File: src/rtl/cnn_layer_accel_pkg.sv
// Shared types for the CNN layer accelerator row fetcher: FSM state encoding
// and counter width helper for the pixel buffer.
package cnn_layer_accel_pkg;

    typedef enum logic [2:0] {
        ST_IDLE,
        ST_ARMED,
        ST_ACK,
        ST_STREAM,
        ST_ROW_END,
        ST_DONE
    } fetch_state_e;

    // Occupancy counter must represent 0..depth inclusive.
    function automatic int unsigned cnt_width(input int unsigned depth);
        return $clog2(depth) + 1;
    endfunction

endpackage

File: src/rtl/cnn_layer_accel_sync_fifo.sv
// Single-clock FIFO used as the pixel buffer; caller guarantees no write when
// full and no read when empty.
module cnn_layer_accel_sync_fifo
    import cnn_layer_accel_pkg::*;
#(
    parameter int unsigned WIDTH = 128,
    parameter int unsigned DEPTH = 4
) (
    input  logic                           clk_i,
    input  logic                           rst_ni,
    input  logic                           wr_en_i,
    input  logic [WIDTH-1:0]               wr_data_i,
    input  logic                           rd_en_i,
    output logic [WIDTH-1:0]               rd_data_o,
    output logic                           full_o,
    output logic                           empty_o,
    output logic [cnt_width(DEPTH)-1:0]    count_o
);
    localparam int unsigned PTR_W = $clog2(DEPTH);
    localparam int unsigned CNT_W = cnt_width(DEPTH);

    logic [WIDTH-1:0] mem_q [DEPTH];
    logic [PTR_W-1:0] wr_ptr_q, rd_ptr_q;
    logic [CNT_W-1:0] count_q;

    always_ff @(posedge clk_i or negedge rst_ni) begin
        if (!rst_ni) begin
            wr_ptr_q <= '0;
            rd_ptr_q <= '0;
            count_q  <= '0;
        end else begin
            if (wr_en_i) wr_ptr_q <= wr_ptr_q + 1'b1;
            if (rd_en_i) rd_ptr_q <= rd_ptr_q + 1'b1;
            count_q <= count_q + CNT_W'(wr_en_i) - CNT_W'(rd_en_i);
        end
    end

    always_ff @(posedge clk_i) begin
        if (wr_en_i) mem_q[wr_ptr_q] <= wr_data_i;
    end

    assign rd_data_o = mem_q[rd_ptr_q];
    assign full_o    = (count_q == CNT_W'(DEPTH));
    assign empty_o   = (count_q == '0);
    assign count_o   = count_q;

endmodule

File: src/rtl/cnn_layer_accel_row_fetcher.sv
// Fetches one image row per accelerator request from a word-addressed source,
// buffering returned beats under a credit scheme so the FIFO never overflows.
module cnn_layer_accel_row_fetcher
    import cnn_layer_accel_pkg::*;
#(
    parameter int unsigned C_PIXEL_WIDTH  = 16,
    parameter int unsigned C_NUM_CHANNELS = 8,
    parameter int unsigned C_ROW_W        = 10,
    parameter int unsigned C_COL_W        = 10,
    parameter int unsigned C_ADDR_W       = 20,
    parameter int unsigned C_FIFO_DEPTH   = 4
) (
    input  logic                                    clk,
    input  logic                                    rst_n,
    input  logic                                    cfg_valid,
    output logic                                    cfg_ready,
    input  logic [C_ROW_W-1:0]                      cfg_num_rows,
    input  logic [C_COL_W-1:0]                      cfg_num_cols,
    input  logic [C_ADDR_W-1:0]                     cfg_base_addr,
    input  logic                                    job_fetch_request,
    output logic                                    job_fetch_ack,
    output logic                                    job_fetch_complete,
    output logic                                    rd_addr_valid,
    input  logic                                    rd_addr_ready,
    output logic [C_ADDR_W-1:0]                     rd_addr,
    input  logic                                    rd_data_valid,
    input  logic [C_PIXEL_WIDTH*C_NUM_CHANNELS-1:0] rd_data,
    output logic                                    pixel_valid,
    input  logic                                    pixel_ready,
    output logic [C_PIXEL_WIDTH*C_NUM_CHANNELS-1:0] pixel_data,
    output logic                                    job_done
);
    localparam int unsigned DW    = C_PIXEL_WIDTH * C_NUM_CHANNELS;
    localparam int unsigned CNT_W = cnt_width(C_FIFO_DEPTH);

    fetch_state_e          state_q, state_d;
    logic [C_ROW_W-1:0]    rows_q, rows_d, row_cnt_q, row_cnt_d;
    logic [C_COL_W-1:0]    cols_q, cols_d;
    logic [C_ADDR_W-1:0]   addr_q, addr_d;
    logic [C_COL_W:0]      issued_q, issued_d, beats_q, beats_d;
    logic [CNT_W-1:0]      outst_q, outst_d;

    logic [CNT_W-1:0]      fifo_count, used;
    logic                  fifo_full, fifo_empty, fifo_wr;
    logic [DW-1:0]         fifo_head;
    logic                  addr_fire, data_ret, pix_fire, last_beat;

    // Credits: a slot is reserved per outstanding read, so returns always fit.
    assign used          = fifo_count + outst_q;
    assign rd_addr_valid = (state_q == ST_STREAM) && (issued_q <= {1'b0, cols_q})
                           && (used < CNT_W'(C_FIFO_DEPTH));
    assign rd_addr       = addr_q;
    assign addr_fire     = rd_addr_valid && rd_addr_ready;
    // Same-cycle returns are allowed for a zero-latency source.
    assign data_ret      = rd_data_valid && ((outst_q != '0) || addr_fire);
    assign fifo_wr       = data_ret && !fifo_full;
    assign outst_d       = outst_q + CNT_W'(addr_fire) - CNT_W'(data_ret);

    assign pixel_valid   = !fifo_empty;
    assign pixel_data    = fifo_empty ? '0 : fifo_head;
    assign pix_fire      = pixel_valid && pixel_ready;
    assign last_beat     = pix_fire && (beats_q == {1'b0, cols_q});

    cnn_layer_accel_sync_fifo #(
        .WIDTH (DW),
        .DEPTH (C_FIFO_DEPTH)
    ) u_pixel_fifo (
        .clk_i     (clk),
        .rst_ni    (rst_n),
        .wr_en_i   (fifo_wr),
        .wr_data_i (rd_data),
        .rd_en_i   (pix_fire),
        .rd_data_o (fifo_head),
        .full_o    (fifo_full),
        .empty_o   (fifo_empty),
        .count_o   (fifo_count)
    );

    always_ff @(posedge clk or negedge rst_n) begin
        if (!rst_n) begin
            state_q   <= ST_IDLE;
            rows_q    <= '0;
            cols_q    <= '0;
            row_cnt_q <= '0;
            addr_q    <= '0;
            issued_q  <= '0;
            beats_q   <= '0;
            outst_q   <= '0;
        end else begin
            state_q   <= state_d;
            rows_q    <= rows_d;
            cols_q    <= cols_d;
            row_cnt_q <= row_cnt_d;
            addr_q    <= addr_d;
            issued_q  <= issued_d;
            beats_q   <= beats_d;
            outst_q   <= outst_d;
        end
    end

    always_comb begin
        state_d            = state_q;
        rows_d             = rows_q;
        cols_d             = cols_q;
        row_cnt_d          = row_cnt_q;
        addr_d             = addr_q;
        issued_d           = issued_q;
        beats_d            = beats_q;
        cfg_ready          = 1'b0;
        job_fetch_ack      = 1'b0;
        job_fetch_complete = 1'b0;
        job_done           = 1'b0;
        unique case (state_q)
            ST_IDLE: begin
                cfg_ready = 1'b1;
                if (cfg_valid) begin
                    rows_d    = cfg_num_rows;
                    cols_d    = cfg_num_cols;
                    addr_d    = cfg_base_addr;
                    row_cnt_d = '0;
                    state_d   = ST_ARMED;
                end
            end
            ST_ARMED: begin
                if (job_fetch_request) state_d = ST_ACK;
            end
            ST_ACK: begin
                job_fetch_ack = 1'b1;
                issued_d      = '0;
                beats_d       = '0;
                state_d       = ST_STREAM;
            end
            ST_STREAM: begin
                if (addr_fire) begin
                    addr_d   = addr_q + 1'b1;
                    issued_d = issued_q + 1'b1;
                end
                if (pix_fire) beats_d = beats_q + 1'b1;
                if (last_beat) state_d = ST_ROW_END;
            end
            ST_ROW_END: begin
                job_fetch_complete = 1'b1;
                if (row_cnt_q == rows_q) begin
                    state_d = ST_DONE;
                end else begin
                    row_cnt_d = row_cnt_q + 1'b1;
                    state_d   = ST_ARMED;
                end
            end
            ST_DONE: begin
                job_done = 1'b1;
                state_d  = ST_IDLE;
            end
            default: state_d = ST_IDLE;
        endcase
    end

endmodule

File: config.mk
export PLATFORM = sky130hd
export DESIGN_NAME = cnn_layer_accel_row_fetcher
export DESIGN_NICKNAME = d
export VERILOG_FILES = /design/src/rtl/cnn_layer_accel_pkg.sv /design/src/rtl/cnn_layer_accel_sync_fifo.sv /design/src/rtl/cnn_layer_accel_row_fetcher.sv
export SDC_FILE = /design/constraint.sdc
export NUM_CORES = 1
export LEC_CHECK = 0
export ABC_CLOCK_PERIOD_IN_PS = 5380
export BUFFER_PORTS_ARGS = -buffer_cell sky130_fd_sc_hd__buf_2
export CAP_MARGIN = 20
export CELL_PAD_IN_SITES_DETAIL_PLACEMENT = 1
export CELL_PAD_IN_SITES_GLOBAL_PLACEMENT = 1
export CORE_MARGIN = 5
export CORE_UTILIZATION = 40
export DETAILED_ROUTE_END_ITERATION = 8
export PLACE_DENSITY = 0.75
export SYNTH_ARGS = -nofsm -noshare
export SYNTH_HDL_FRONTEND = slang
export SYNTH_SLANG_ARGS = --single-unit
File: constraint.sdc
create_clock -name clk -period 5.38 [get_ports clk]
set_input_delay 0.538 -clock clk [delete_from_list [all_inputs] [get_ports clk]]
set_output_delay 0.538 -clock clk [all_outputs]
set_load 0.05 [all_outputs]
==> summary.md <==
| Metric | Value |
|---|---|
| Wire length per cell | 23.5 um |
| Async set-or-reset flop fraction in the synthesized netlist | 14.2% |
| Switching power summed over all nets | 8250 uW |
| Power per Cell Area | 677 nW/um^2 |
| Fillers | 5813 |
| Hold Path Stages | 3 |
| Post-CTS sizing | 0 |
| TritonRoute pass-1 iters | 5 |
| Number of buffers on the longest clock path | 3 |
| Final Cycle Share | 67.9% |
| Sw Ratio | 42.2% |
| Die Width | 255 um |
| Post-synthesis to final-layout area growth | 19.8% |
| Sequential area share after synthesis | 72.6% |
| Min-Delay Endpoint | rows_q[4]$_DFFE_PN0P_ |
| Remaining max-slew budget at the tightest pin | 31.1% |
| Setup violators final | 0 |
| RSZ-0062 raised after global routing | false |
| Synth warnings | 0 |
| Routability-driven placement congestion ratio | 0.826 |
| Standby leakage power | 0.0105 uW |
| Avg Cell Area, Syn | 17.9 sq um |
| Final hold violation count | 0 |
| Number of antenna violations at the first check in global routing | 12 |
| Avg Vias per Cell | 5.23 |
| Slack of the critical path | 1730 ps |
| Global route total overflow | 0 |
| Launch point of the worst hold path | cfg_num_rows[4] |
| DRC errors left | 0 |
| FF+latch count, synth | 597 |
| Count of vias placed by the detailed router | 13300 |
| Share of total power in sequential cells | 34.7% |
| Final instance area | 28900 sq um |
| Class of the most critical hold timing path | input port to register |
| Met1 wire length | 24500 um |
| First-pass GRT wire length | 91700 um |
| Startpoint type of the worst setup path | register |
| Max-cap violations | 0 |
| Highest attainable clock frequency | 274 MHz |
| Clock root buffer | clkbuf_16 |
| IR Drop Worst-Case VDD | 0.000425 V |
| Post-CTS setup-driven buffer insertion count | 0 |
| Total CTS buffers | 67 |
| Worst r2r src | cols_q[8]$_DFFE_PN0P_ |
| Number of cell rows | 90 |
| Total number of H-tree levels | 3 |
| Worst path required time | 4840 ps |
| Met2 routed WL | 30600 um |
| Count of distinct cell types in the synthesized netlist | 58 |
| Clk pin slew, worst setup/hold paths | 50 ps |
| CP Max Fanout | 32 |
| Design internal power | 11300 uW |
| Number of input and output port buffers inserted | 328 |
| Mapped Nets | 1550 |
| Final wirelength | 59900 um |
| Critical path type | register to output port |
| Slew at the pin closest to its max-slew limit | 1030 ps |
| Clock tree from TritonCTS | yes |
| Detail Route met3 WL | 3090 um |
| Worst clock skew on the final layout | 29.2 ps |
| EDFF count, synth | 512 |
| Period minus WS final | 3650 ps |
| Max Transition Viols Final | 0 |
| Cell Area, Synth | 24100 sq um |
| Setup slack on the worst flop-to-flop path | 1740 ps |
| Effective utilization at floorplan | 40.2% |
| Nature of the critical path endpoint | output port |
| Final layout net count | 1905 |
| Cell count after synthesis | 1350 |
| Via count of the first global-routing pass | 14700 |
| Cell depth of the worst flop-to-flop path | 10 |
| Reg2Reg Capture Point | u_pixel_fifo.mem_q[0][121]$_DFFE_PP_ |
| Die height | 255 um |
| Leading post-synthesis cells by cell area | edfxtp_1, mux4_2, dfrtp_1 |
| Result of the run | finished, final reports clean |
| Standard cell core area | 60000 sq um |
| Post-synthesis cell type with the largest combined area | edfxtp_1 |
| Top_reg_cell synth | edfxtp_1 |
| Uppermost layer routed | met5 |
| Worst path arrival time | 3120 ps |
| Post-detailed-placement cell area | 26700 sq um |
| Number of ports placed on the die boundary | 329 |
| Die Footprint | 65300 sq um |
| Pin count of the biggest net entering global routing | 92 |
| Final total negative setup slack | 0 ps |
| Area used by sequential logic in the layout | 17500 sq um |
| Detailed Route Iter0 Violations | 927 |
| # clock sinks | 597 |
| Detailed placer's ending HPWL | 39300 um |
| Share of cells above drive strength 1 | 33.9% |
| Combinational share of power | 42.6% |
| Power share of the clock group | 22.7% |
| Pre-CTS setup slack | 1700 ps |
| Area share of the largest cell type after synthesis | 63.8% |
| Clock network latency to the later pin of the worst-skew pair | 600 ps |
| Area of the multi-input gates | 6240 sq um |
| Total routing resource utilization after global routing | 18.0% |
| Number of nets with antenna violations after routing | 0 |
| Crit path from | u_pixel_fifo.rd_ptr_q[0]$_DFFE_PN0P_ |
[how the worst max path moves through the flow]
stage                                           to  slack, ps
6_report                            pixel_data[64]       1730
5_1_grt        u_pixel_fifo.mem_q[0][98]$_DFFE_PP_       1490
4_1_cts                             pixel_data[79]       1590
3_5_place_dp   u_pixel_fifo.mem_q[0][95]$_DFFE_PP_       1700
3_3_place_gp   u_pixel_fifo.mem_q[0][95]$_DFFE_PP_       1690
2_1_floorplan   u_pixel_fifo.mem_q[0][0]$_DFFE_PP_       1420
[flip-flops by register name, indices dropped and copies added (netlist names)]
name                   cells
state_q                    3
beats_q                   11
u_pixel_fifo.count_o       3
outst_q                    3
u_pixel_fifo.mem_q       512
rows_q                    10
issued_q                  11
rd_addr                   20
u_pixel_fifo.rd_ptr_q      2
u_pixel_fifo.wr_ptr_q      2
row_cnt_q                 10
cols_q                    10
[metrics by stage]
| step | total power, uW | hold WS, ps | util (%) | instances |
|---|---|---|---|---|
| final | 19600 | 149 | 48.1 | 2546 |
| after global routing | 20500 | 125 | 48.1 | 2544 |
| after global placement | 15100 | 486 | 44.5 | 2417 |
| after detailed placement | 15300 | 492 | 44.5 | 2417 |
| after CTS | 19800 | 111 | 48.1 | 2539 |
| after floorplan | 13000 | 242 | - | 1350 |
[critical path: stages (launching register included)]
cell     delay [ps]
dfrtp_4         880
buf_4           620
mux4_2          600
and2_1          190
buf_2           210
[logic make-up (layout without fill, tap and decap cells)]
group	Yosys count	in the layout	share of synthesized area, %
adders and majority gates	25	25	1.36
xor gates and xnor gates	46	46	1.67
DFF	597	597	72.6
AOI/OAI and AO/OA	113	113	2.98
other	0	7	0
muxes	136	136	12.3
and+or+nand+nor	344	344	7.49
buffers and inverters	89	496	1.56
[power by group through the flow]
stage / Combinational, uW / Sequential [uW] / Clock, uW
CTS: 8480 / 6800 / 4560
detailed placement: 8450 / 6870 / 0
global placement: 8340 / 6780 / 0
global route: 8810 / 6880 / 4800
floorplan: 6180 / 6810 / 0
finish: 8340 / 6780 / 4430
[placed cells by master (no fill, tap or decap), types with 12 or more instances in the layout]
master       n
buf_4       14
nor2_1      33
mux4_2     128
edfxtp_1   512
and2_1     130
clkinv_2    15
buf_2      327
o21ai_0     35
nand2_1     99
clkbuf_1    12
ha_1        23
xor2_1      22
xnor2_1     24
a21oi_1     39
clkbuf_16   67
inv_1       25
dfrtp_1     83
nand3_1     27
[final cells by class]
| type | instances | share of cell area, % |
|---|---|---|
| clock buffer | 81 | 6.06 |
| inverter | 26 | 0.338 |
| antenna | 7 | 0.0606 |
| timing repair buffer | 349 | 6.55 |
| multi-input combinational | 664 | 21.6 |
| tap | 782 | 3.39 |
| clock inverter | 40 | 1.38 |
| sequential | 597 | 60.6 |
[metal layers]
metal  track usage [%]  vias up
li1                  -     5948
met2              30.5      358
met1              23.3     6907
met3              3.82       93
met4              6.27       12
met5                 0        -
[cells in the mapped netlist, drive strengths merged, types with 5 or more instances]
master and instances:
a21oi 40, a22o 8, and2 134, and3 8, buf 32, clkbuf 31, dfrtp 85, edfxtp 512
ha 23, inv 25, mux2 5, mux4 128, nand2 100, nand2b 5, nand3 28, nand4 11
nor2 33, nor3 7, nor4 6, o21ai 35, or3 7, xnor2 24, xor2 22
[what timing repair did]
item	in CTS	in global routing
hold endpoints to repair	38	0
hold buffers	1	0
setup endpoints to repair	0	0
(Power assumes the default switching activity.)
